`src/rtl/fetch_prefetch.sv`:
```
// Sequential instruction prefetcher: fills a DEPTH-entry queue from a toggle-handshake ROM
// and hands words to the issue stage over a toggle handshake; redirect flushes and restarts.
module fetch_prefetch #(
  parameter int                DATA_W   = 32,
  parameter int                ADDR_W   = 32,
  parameter int                DEPTH    = 4,
  parameter int                PC_STEP  = 4,
  parameter logic [ADDR_W-1:0] RESET_PC = '0
) (
  input  logic                   clk,
  input  logic                   rst,
  output logic                   memTrigger,
  output logic [ADDR_W-1:0]      memAddr,
  input  logic [DATA_W-1:0]      memData,
  input  logic                   memReady,
  input  logic                   triggerIn,
  output logic                   readyOut,
  output logic [DATA_W-1:0]      dataOut,
  output logic [ADDR_W-1:0]      pcOut,
  input  logic                   redirect,
  input  logic [ADDR_W-1:0]      redirectPc,
  output logic [$clog2(DEPTH):0] count
);

  // state  | meaning
  // S_IDLE | no request outstanding; issue when queue has room and no redirect
  // S_WAIT | one request outstanding; waiting for the memReady toggle

  localparam int                PW   = $clog2(DEPTH);
  localparam int                CW   = PW + 1;
  localparam logic [CW-1:0]     FULL = CW'(DEPTH);
  localparam logic [ADDR_W-1:0] STEP = ADDR_W'(PC_STEP);

  typedef enum logic {S_IDLE, S_WAIT} state_t;

  state_t              state, state_nxt;
  logic                discard, discard_nxt;
  logic                pending;
  logic                trig_prev, ready_prev;
  logic                trig_edge, mem_edge;
  logic                issue, push, pop;
  logic [ADDR_W-1:0]   fetch_pc;
  logic [PW-1:0]       wr_ptr, rd_ptr;
  logic [DATA_W-1:0]   q_data [DEPTH];
  logic [ADDR_W-1:0]   q_pc   [DEPTH];

  assign trig_edge = (triggerIn != trig_prev);
  assign mem_edge  = (memReady != ready_prev);

  always_comb begin
    state_nxt   = state;
    discard_nxt = discard;
    issue       = 1'b0;
    push        = 1'b0;
    pop         = pending && (count != '0) && !redirect;
    case (state)
      S_IDLE: begin
        if ((count < FULL) && !redirect) begin
          issue     = 1'b1;
          state_nxt = S_WAIT;
        end
      end
      S_WAIT: begin
        // A response that lands together with a redirect is simply dropped.
        if (mem_edge) begin
          state_nxt   = S_IDLE;
          discard_nxt = 1'b0;
          push        = !discard && !redirect;
        end else if (redirect) begin
          discard_nxt = 1'b1;
        end
      end
      default: state_nxt = S_IDLE;
    endcase
  end

  always_ff @(posedge clk) begin
    if (rst) begin
      state   <= S_IDLE;
      discard <= 1'b0;
    end else begin
      state   <= state_nxt;
      discard <= discard_nxt;
    end
  end

  always_ff @(posedge clk) begin
    if (rst) begin
      // Edge detectors track the live inputs so release does not see a phantom toggle.
      trig_prev  <= triggerIn;
      ready_prev <= memReady;
      memTrigger <= 1'b0;
      memAddr    <= RESET_PC;
      fetch_pc   <= RESET_PC;
      pending    <= 1'b0;
      readyOut   <= 1'b0;
      dataOut    <= '0;
      pcOut      <= '0;
      wr_ptr     <= '0;
      rd_ptr     <= '0;
      count      <= '0;
    end else begin
      trig_prev  <= triggerIn;
      ready_prev <= memReady;

      if (issue) begin
        memAddr    <= fetch_pc;
        memTrigger <= ~memTrigger;
      end

      if (redirect) begin
        fetch_pc <= redirectPc;
      end else if (push) begin
        fetch_pc <= fetch_pc + STEP;
      end

      if (pop) begin
        dataOut  <= q_data[rd_ptr];
        pcOut    <= q_pc[rd_ptr];
        readyOut <= ~readyOut;
      end

      if (trig_edge) begin
        pending <= 1'b1;
      end else if (pop) begin
        pending <= 1'b0;
      end

      if (redirect) begin
        wr_ptr <= '0;
        rd_ptr <= '0;
        count  <= '0;
      end else begin
        if (push) wr_ptr <= wr_ptr + PW'(1);
        if (pop)  rd_ptr <= rd_ptr + PW'(1);
        case ({push, pop})
          2'b10:   count <= count + CW'(1);
          2'b01:   count <= count - CW'(1);
          default: count <= count;
        endcase
      end
    end
  end

  always_ff @(posedge clk) begin
    if (push && !rst) begin
      q_data[wr_ptr] <= memData;
      q_pc[wr_ptr]   <= memAddr;
    end
  end

endmodule
```
`config.mk`:
```
export PLATFORM = sky130hd
export DESIGN_NAME = fetch_prefetch
export DESIGN_NICKNAME = d
export VERILOG_FILES = /design/src/rtl/fetch_prefetch.sv
export SDC_FILE = /design/constraint.sdc
export NUM_CORES = 1
export LEC_CHECK = 0
export CAP_MARGIN = 0
export CORE_UTILIZATION = 27
export DETAILED_ROUTE_END_ITERATION = 16
export GPL_TIMING_DRIVEN = 0
export SLEW_MARGIN = 20
export SYNTH_ARGS = -nofsm -noshare
export SYNTH_HDL_FRONTEND = slang
export SYNTH_SLANG_ARGS = --single-unit
export TNS_END_PERCENT = 100
```
`constraint.sdc`:
```
create_clock -name clk -period 3.8 [get_ports clk]
set_clock_uncertainty 0.15 [all_clocks]
set_input_delay 0.76 -clock clk [delete_from_list [all_inputs] [get_ports clk]]
set_output_delay 0.76 -clock clk [all_outputs]
set_load 0.01 [all_outputs]
```
==> key figures, run 1 <==
Run status
  • Outcome: finished clean

Power and ir drop
  • Leak pwr: 6.08 nW
  • Worst vdd ir: 283 uV
  • Pwr/cell area: 498 mW/mm2

Cells and area
  • Layout area overhead: 28.9%
  • Multi-input logic area: 0.00424 mm2
  • Nets@finish: 1362
  • Layout fillers: 5409
  • Most common cell after layout, fill and taps aside: edfxtp_1
  • Ant. Diodes: 0
  • Most frequent cells in the layout: 256 x edfxtp_1, 211 x nand2_1, 169 x clkdlybuf4s50_1, 142 x dfxtp_1, 104 x a21oi_1
  • Sequential Area: 0.0105 mm2
  • Fraction of layout cells with a size suffix above 1: 12.6%
  • Design area: 0.0194 mm2

STA
  • Minimum clock period after layout: 3.61 ns
  • Final hold vios: 0
  • RSZ-0062 raised after global routing: false
  • Achievable Freq: 277 MHz
  • Max Slew Vio Count: 0
  • Final period utilization: 95.0%
  • Setup violators final: 0
  • Worst Max-Slew Pin Slew: 1.08 ns
  • Slew margin rel.: 27.8%
  • Smallest setup slack after layout: 0.188 ns

Floorplanning
  • Die width: 238 um
  • Core Box Area: 0.0551 mm2
  • # IOs: 170
  • Die Ht: 238 um
  • Rows: 86
  • Initial core utilization: 27.3%
  • Die area: 0.0567 mm2

Drt
  • Routed Antenna Nets: 0
  • Pre-Repair DR Iteration Count: 5
  • DRT Wirelength: 39.8 mm
  • DR vias/cell: 4.64
  • DRC viols: 0
  • Initial drt markers: 661
  • WL per Instance: 19.2 um
  • Vias: 9595

Clocking
  • Num CTS Buffers: 44
  • Worst skew pair latency: 0.57 ns
  • CTS tree: done
  • Worst-path clk slew: 0.06 ns
  • CTS max path bufs: 3
  • # clock sinks: 398
  • H-Tree Depth: 2
  • Clock root buffer: clkbuf_16
  • Post-CTS Setup Bufs: 0

Min path
  • Tightest Hold Check Type: reg -> reg

Synth
  • Asr flop ratio synth: 0%
  • Sequential share of the synthesized area: 69.9%
  • Post-Synthesis Cell Area: 0.0151 mm2
  • YS warnings: 0
  • Primary FF master, synth: edfxtp_1
  • Post-Syn Instances: 1066
  • Yosys reg bits: 398
  • Syn nets: 1142
  • Distinct cell type count after synthesis: 54
  • Number of synthesized flops with an enable pin: 256
  • Synth Area per Inst: 14.1 um2

Worst setup path
  • CP max-delay cell: clkdlybuf4s50_1
  • Worst Path Arrival: 3.94 ns
  • Critical Path, Cell by Cell: clkdlybuf4s50_1 -> clkbuf_1 -> inv_1 -> nand3b_1 -> inv_1 -> clkbuf_1 -> ha_1 -> fa_1 -> xnor2_1 -> or3_1 -> a21oi_1
  • Type of origin of the critical path: input pin
  • Critical path class: in -> reg
  • CP Data Required Time: 4.13 ns
  • Worst Path Max Fanout: 10
  • Crit end category: flip-flop
  • CP max stage delay: 0.57 ns

GRT
  • Initial antenna violation count: 0
  • GRT Residual Overflow: 0
  • First-pass GRT wire length: 59.4 mm
  • Largest net degree at the start of global routing: 38
  • GRT Util Overall: 14.1%
  • Vias in the first global route: 9592

Placement
  • Number of port buffers: 169
  • Setup WS pre-CTS: -0.707 ns
  • Placed Area: 0.0178 mm2
  • Final HPWL DP: 27.1 mm
  • Placer congestion estimate: 0.891

Job
  • Max cap viols: 0
## layer usage
metal  GRT usage (%)  share of wire, %
met3            3.68               7.0
met2            23.5                49
met5               0                 0
met4            3.73               2.0
met1            18.1                42
## worst max-delay path: cells and delay by family
kind / cells / cell delay (ns)
compound gates: 1 / 0.14
xor+xnor: 1 / 0.15
fa+ha+maj: 2 / 0.74
buf+inv: 5 / 1.64
simple gates: 2 / 0.50
## where the power goes
part           internal, mW  leakage [nW]  total [mW]  switching, mW
Clock                  2.82         0.769        4.60           1.78
Sequential             4.65          3.55        4.72         0.0754
Combinational         0.158          1.76       0.351          0.192
Total                  7.63          6.08        9.67           2.04
## timing repair
action                     4_1_cts  5_1_grt
hold buffers                     0        0
setup endpoints to repair        1        1
gates resized for setup          1        2
## layout make-up
type | count | area share [%]
Buffer | 68 | 1.42
Timing Repair Buffer | 174 | 9.34
Inverter | 9 | 0.174
Tap cell | 748 | 4.82
Clock buffer | 49 | 6.15
Sequential cell | 398 | 54.2
Clock inverter | 33 | 2.04
Multi-Input combinational cell | 591 | 21.8
## kinds of logic after synthesis
logic type      synth area share (%)
flops                           69.9
xor+xnor                       0.930
fa+ha+maj                      0.631
simple gates                    10.3
compound gates                  6.43
mux                             9.77
buf+inv                         2.04
## Yosys cell counts (all sizes together) (3+ instances only)
cell	instances	area, um2
a2111oi	4	36.3
a211oi	9	67.6
a21oi	104	521
a311oi	11	96.3
a31oi	4	25.0
and2	11	68.8
and4	7	62.6
buf	16	76.3
clkbuf	52	196
dfxtp	142	2840
edfxtp	256	7690
ha	6	75.1
inv	9	33.8
mux2i	3	30.0
mux4	64	1440
nand2	211	792
nand3	12	60.1
nand4	13	93.8
nor2	38	143
nor3	5	25.0
nor4	7	43.8
o211ai	6	45.0
o21ai	7	35.0
o311ai	3	26.3
o31ai	6	45.0
or2	3	18.8
or3	7	43.8
or4	9	71.3
xnor2	12	105
xor2	4	35.0
## path summary, 6_finish.rpt
path                                                from                 endpoint  slack (ns)  cells past startpoint
worst min-delay path            fetch_pc[1]$_SDFFE_PP0P_  memAddr[1]$_SDFFE_PP0P_        0.30                      2
worst min register to register  fetch_pc[1]$_SDFFE_PP0P_  memAddr[1]$_SDFFE_PP0P_        0.30                      2
worst max register to register        ready_prev$_DFF_P_    count[2]$_SDFFE_PP0P_        0.71                      9
worst max-delay path                            redirect    count[2]$_SDFFE_PP0P_        0.19                     11
## registers in the layout (all words and copies together) (netlist names)
| signal | count |
|---|---|
| count | 3 |
| dataOut | 32 |
| discard | 1 |
| fetch_pc | 32 |
| memAddr | 32 |
| memTrigger | 1 |
| pcOut | 32 |
| pending | 1 |
| q_data | 128 |
| q_pc | 128 |
| rd_ptr | 2 |
| readyOut | 1 |
| ready_prev | 1 |
| state | 1 |
| trig_prev | 1 |
| wr_ptr | 2 |
## stage by stage
| step | hold WS, ns | power (mW) | util [%] | setup TNS (ns) | instances |
|---|---|---|---|---|---|
| 3_5_place_dp | 0.295 | 5.17 | 32.3 | -97.16 | 1987 |
| 2_1_floorplan | 0.281 | 4.94 | - | 0 | 1066 |
| 3_3_place_gp | 0.292 | 5.16 | 32.1 | -316.85 | 1983 |
| 5_1_grt | 0.323 | 10.0 | 35.2 | 0 | 2070 |
| 6_report | 0.302 | 9.67 | 35.2 | 0 | 2070 |
| 4_1_cts | 0.303 | 9.80 | 35.2 | 0 | 2069 |
(Power assumes the default switching activity.)
==> run 2, diff against run 1 <==
Settings changed: ABC_CLOCK_PERIOD_IN_PS from default to 3800.
==> results of run 2 <==
Final layout, timing and power as in run 1 (identical DEF).
==> run 3, diff against run 2 <==
Settings changed: ABC_CLOCK_PERIOD_IN_PS 3800 to default.
==> results of run 3 <==
Final layout, timing and power as in run 1 (identical DEF).
